`config.mk`:
```
export PLATFORM = sky130hd
export DESIGN_NAME = decoder_code_sequencer
export DESIGN_NICKNAME = d
export VERILOG_FILES = /design/src/rtl/decoder_code_sequencer.sv
export SDC_FILE = /design/constraint.sdc
export NUM_CORES = 1
export LEC_CHECK = 0
export CORE_MARGIN = 2
export CORE_UTILIZATION = 54
export CTS_BUF_LIST = sky130_fd_sc_hd__clkbuf_8
export CTS_CLUSTER_SIZE = 8
export DETAILED_ROUTE_END_ITERATION = 7
export PLACE_DENSITY = 0.88
export SETUP_SLACK_MARGIN = 0.4
export SLEW_MARGIN = 25
export SYNTH_ARGS = -nofsm -noshare
export SYNTH_HDL_FRONTEND = slang
export SYNTH_SLANG_ARGS = --single-unit
```
`constraint.sdc`:
```
create_clock -name clkin -period 2 [get_ports clkin]
set_input_delay 0.5 -clock clkin [delete_from_list [all_inputs] [get_ports clkin]]
set_output_delay 0.5 -clock clkin [all_outputs]
set_load 0.01 [all_outputs]
```
`src/rtl/decoder_code_sequencer.sv`:
```
// decoder_code_sequencer
// Single-clock source of the 3-bit select code for the 3-to-8 decoder stage.
// A prescaler turns DIV enabled clocks into one step; each step moves the
// code up or down by one (mod 8). A registered one-hot copy of the code and
// a wrap pulse are provided alongside, all aligned to the same clock edge.
module decoder_code_sequencer #(
    parameter int DIV        = 4,
    parameter int PRESCALE_W = 16
) (
    input  logic       clkin,
    input  logic       rst,
    input  logic       en,
    input  logic       dir,
    input  logic       load,
    input  logic [2:0] load_val,
    output logic       step_tick,
    output logic [2:0] code,
    output logic [7:0] onehot,
    output logic       wrap
);

    // Terminal prescaler value; a step fires when an enabled cycle sees it.
    localparam logic [PRESCALE_W-1:0] PRESC_LAST = PRESCALE_W'(DIV - 1);
    localparam logic [PRESCALE_W-1:0] PRESC_ONE  = PRESCALE_W'(1);

    logic [PRESCALE_W-1:0] presc_q, presc_d;
    logic [2:0]            code_q, code_d;
    logic [7:0]            onehot_q, onehot_d;
    logic                  step_tick_q, step_tick_d;
    logic                  wrap_q, wrap_d;
    logic                  step;

    // Next-state: load beats step beats hold; pulses default low every cycle.
    always_comb begin
        step        = en && (presc_q == PRESC_LAST);
        presc_d     = presc_q;
        code_d      = code_q;
        step_tick_d = 1'b0;
        wrap_d      = 1'b0;
        if (load) begin
            // A coincident step is deliberately dropped and the window restarts.
            code_d  = load_val;
            presc_d = '0;
        end else if (step) begin
            presc_d     = '0;
            step_tick_d = 1'b1;
            if (dir) begin
                code_d = code_q - 3'd1;
                wrap_d = (code_q == 3'd0);
            end else begin
                code_d = code_q + 3'd1;
                wrap_d = (code_q == 3'd7);
            end
        end else if (en) begin
            presc_d = presc_q + PRESC_ONE;
        end
    end

    // One-hot is decoded from the next code so it registers on the same edge.
    generate
        for (genvar gi = 0; gi < 8; gi++) begin : g_onehot
            assign onehot_d[gi] = (code_d == 3'(gi));
        end
    endgenerate

    // State register; reset discards any partial prescale window.
    always_ff @(posedge clkin) begin
        if (rst) begin
            presc_q     <= '0;
            code_q      <= 3'd0;
            onehot_q    <= 8'h01;
            step_tick_q <= 1'b0;
            wrap_q      <= 1'b0;
        end else begin
            presc_q     <= presc_d;
            code_q      <= code_d;
            onehot_q    <= onehot_d;
            step_tick_q <= step_tick_d;
            wrap_q      <= wrap_d;
        end
    end

    assign code      = code_q;
    assign onehot    = onehot_q;
    assign step_tick = step_tick_q;
    assign wrap      = wrap_q;

endmodule
```
==> impl_results.rst <==
.. list-table::
   :header-rows: 1

   * - Metric
     - Value
   * - Initial antenna violation count
     - 0
   * - Final critical-path share of the clock period
     - 0.964
   * - Worst hold-check slack
     - between 0.5 and 0.6 ns
   * - Post-synthesis register bit count
     - 29
   * - Clock edge transition at the registers on the reported setup and hold paths
     - 0.07 ns
   * - Routed length per placed instance
     - between 20 and 25 um
   * - Maximum ir drop on the vdd rail
     - around 0.9 mV
   * - Final weighted congestion in routability-driven placement
     - ~0.8
   * - Sequential cell area fraction in the yosys report
     - 0.446
   * - Standard cell area after detailed placement
     - 0.00162 mm^2
   * - Worst hold path depth
     - 2
   * - Reg2Reg Setup Slack
     - between 0.07 and 0.08 ns
   * - Pre-CTS WS
     - -0.333 ns
   * - Post-Synthesis Net Count
     - approximately 140
   * - Max-slew headroom at the worst pin
     - 0.736
   * - Clock tree sinks
     - 29
   * - First drt pass iteration count
     - 4
   * - Layout Area Growth over Synthesis
     - 58.6%
   * - Total Routing Usage GR
     - 0.309
   * - Worst stage delay on the critical path
     - ~0.43 ns
   * - Most frequent cells in the layout
     - 23 x buf_4, 19 x nor2_1, 16 x dfxtp_1, 12 x dlygate4sd2_1, 11 x dfxtp_2
   * - Slew of the pin with the lowest slew margin
     - 0.394 ns
   * - Total Power
     - 1.33 mW
   * - Maximum net fanout on the critical path
     - 7
   * - Worst Hold Path EP
     - presc_q[13]
   * - Number of global-route vias before repair
     - ~1.3k
   * - Shortest clock period the worst path allows after layout
     - a little under 2 ns
   * - Level count of the clock H-tree
     - 2
   * - Maximum count of clock buffers along a single path
     - 2
   * - Critical path cell sequence
     - nor4_4 -> nand4_4 -> mux2_4 -> o21ai_4 -> buf_4 -> nor3_2
   * - Setup WS post-layout
     - between 0.07 and 0.08 ns
   * - Cell Count, Final, Fillers Out
     - around 220
   * - Worst min-delay path class
     - reg2reg
   * - Placed cell count
     - 187
   * - Largest area contributor in the netlist
     - dfxtp_1
   * - Count of endpoints failing hold in the final timing report
     - 0
   * - Overall routed net length
     - slightly below 5 mm
   * - Synthesized netlist cell count
     - about 130
   * - RSZ-0062 raised after global routing
     - yes
   * - Fillers
     - 71
   * - DIE AREA
     - around 0.0028 mm^2
   * - Start point of the worst min-delay path
     - presc_q[13]
   * - Starting density of the core
     - 0.578
   * - Cell depth of the worst flop-to-flop path
     - 6
   * - Layout cells sized above 1
     - 0.436
   * - Multi-input combinational cell area
     - approximately 900 um^2
   * - Arrival time at the worst endpoint
     - roughly 2.1 ns
   * - Worst clock skew
     - around 0.0066 ns
   * - DP Wirelength
     - approximately 1.9 mm
   * - Final Slew Violations
     - 0
   * - Count of unresolved DRC violations after routing
     - 0
   * - Pin count of the biggest net entering global routing
     - 17
   * - Antenna diode count
     - 0
   * - Width of the chip
     - around 53 um
   * - Max Clock Freq
     - between 500 and 600 MHz
   * - Clock Tree Root
     - clkbuf_8
   * - Finished layout cell area
     - 0.00207 mm^2
   * - Gr ovfl total
     - 0
   * - Startpoint Class
     - flip-flop
   * - Slowest library cell on the worst path
     - nor4_4
   * - Antenna Violating Nets Remaining
     - 0
   * - Max-cap check violation count
     - 0
   * - Cts bufs inserted
     - 5
   * - Clock insertion delay at the later pin of the skew report
     - around 0.29 ns
   * - Area contributors post-synth
     - dfxtp_1 45%, xor2_1 7.4%, nor2_1 5.8%
   * - Static Leakage
     - 0.865 nW
   * - Mean cell area of the mapped netlist
     - a little under 10 um^2
   * - Routed vias
     - 1361
   * - Crit Reg-Reg Endpoint
     - onehot[3]
   * - Detailed Route Iter0 Violations
     - 78
   * - Synth cell types
     - 36
   * - Synth Cell Area
     - 0.00130 mm^2
   * - Start of the worst register-to-register path
     - presc_q[7]
   * - Vertical extent of the die
     - roughly 53 um
   * - Leading cell type in the layout, fill and taps excluded
     - buf_4
   * - Number of ports placed on the die boundary
     - 21
   * - Number of failing setup endpoints in the final timing report
     - 0
   * - Worst setup EP type
     - flip-flop
   * - Run status
     - completed
   * - # rows
     - 17
   * - Total Nets Final
     - between 150 and 200
   * - Power per unit of standard cell area
     - around 640 mW/mm^2
   * - Number of warning messages in the yosys log
     - 0
   * - Register Area
     - around 600 um^2
   * - Placeable Area
     - 0.00225 mm^2
   * - Quantity of hold-fixing buffers added after cts
     - 0
   * - Share of the synthesized area in the top cell type
     - 0.446
   * - Critical path data required time
     - around 2.2 ns
   * - Wire length of the first global-routing pass
     - about 6.1 mm
   * - Number of vias per cell
     - approximately 6.3
   * - Clock tree from TritonCTS
     - built
   * - Number of I/O port buffers
     - 20
   * - Crit Path Class
     - reg2reg
-- critical path: cells and delay by family (launching register included) --
kind,cells,cell delay (ns)
DFF,1,0.36
and+or+nand+nor,3,0.67
AOI/OAI and AO/OA,1,0.26
muxes,1,0.36
buffers and inverters,1,0.16
-- flip-flops by register name, indices dropped and copies added, names as in the netlist --
register,flops
presc_q,16
onehot,8
step_tick,1
code,3
wrap,1
-- how the worst max path moves through the flow --
| stage | cells past startpoint | start | end | slack [ns] |
|---|---|---|---|---|
| after floorplan | 6 | en | onehot[0] | 0.21 |
| after global placement | 6 | dir | onehot[5] | -0.26 |
| after detailed placement | 6 | dir | code[2] | -0.33 |
| after CTS | 7 | presc_q[1] | onehot[0] | 0.19 |
| after global routing | 5 | presc_q[7] | onehot[1] | 0.04 |
| final | 6 | presc_q[7] | onehot[3] | 0.07 |
-- report_power, final --
part | switching (mW) | internal (mW) | leakage [nW]
clock network | 0.231 | 0.311 | 0.0542
registers | 0.0128 | 0.590 | 0.242
logic | 0.0917 | 0.0936 | 0.569
total | 0.336 | 0.994 | 0.865
-- per-layer routing --
| metal | GRT usage | wire, um | vias up |
|---|---|---|---|
| li1 | - | - | 579 |
| met1 | 0.362 | 1900 | 640 |
| met2 | 0.463 | 2240 | 111 |
| met3 | 0.113 | 436 | 31 |
| met4 | 0.218 | 301 | 0 |
| met5 | 0 | 0 | - |
-- cells by family (layout without fill, tap and decap cells) --
logic type,count (synthesis),count (layout),synth area share
and+or+nand+nor,66,67,0.298
DFF,29,29,0.446
xor gates and xnor gates,15,15,0.101
AOI/OAI and AO/OA,13,13,0.0855
buffers and inverters,6,59,0.0182
muxes,3,3,0.0269
adders and majority gates,2,2,0.0250
-- repair_timing --
| action | in CTS | in global routing |
|---|---|---|
| pin swaps | 11 | 17 |
| endpoints found under the hold margin | 0 | 0 |
| buffers inserted | 6 | 14 |
| setup endpoints to repair | 42 | 30 |
| cloned | 1 | 0 |
| gates resized for setup | 41 | 30 |
-- cells in the mapped netlist (all sizes together) --
cell type,instances
nor2b,2
nand3b,1
o311ai,1
inv,2
xor2,11
clkbuf,2
a21oi,2
ha,1
nor3b,2
o22ai,1
xnor2,4
mux2i,2
a21boi,1
fa,1
and4,2
nor3,8
o21ai,4
nand3,4
o21a,4
dfxtp,29
nor4,4
or3,2
mux2,1
buf,2
and3,4
nand4b,1
nand2,8
nand4,4
nor2,20
and4bb,1
nand2b,3
-- per-stage QoR --
stage / util / setup TNS, ns
after floorplan: - / 0
after global placement: 0.717 / -2.48
after detailed placement: 0.717 / -3.35
after CTS: 0.820 / 0
after global routing: 0.916 / 0
final: 0.916 / 0
-- layout make-up --
type                       count  share of cell area
clock buffer                   7              0.0466
clock inverter                 1             0.00242
inverter                       2             0.00363
multi-input combinational    100               0.426
sequential                    29               0.291
tap                           28              0.0170
timing repair buffer          49               0.213
(Power assumes the default switching activity.)
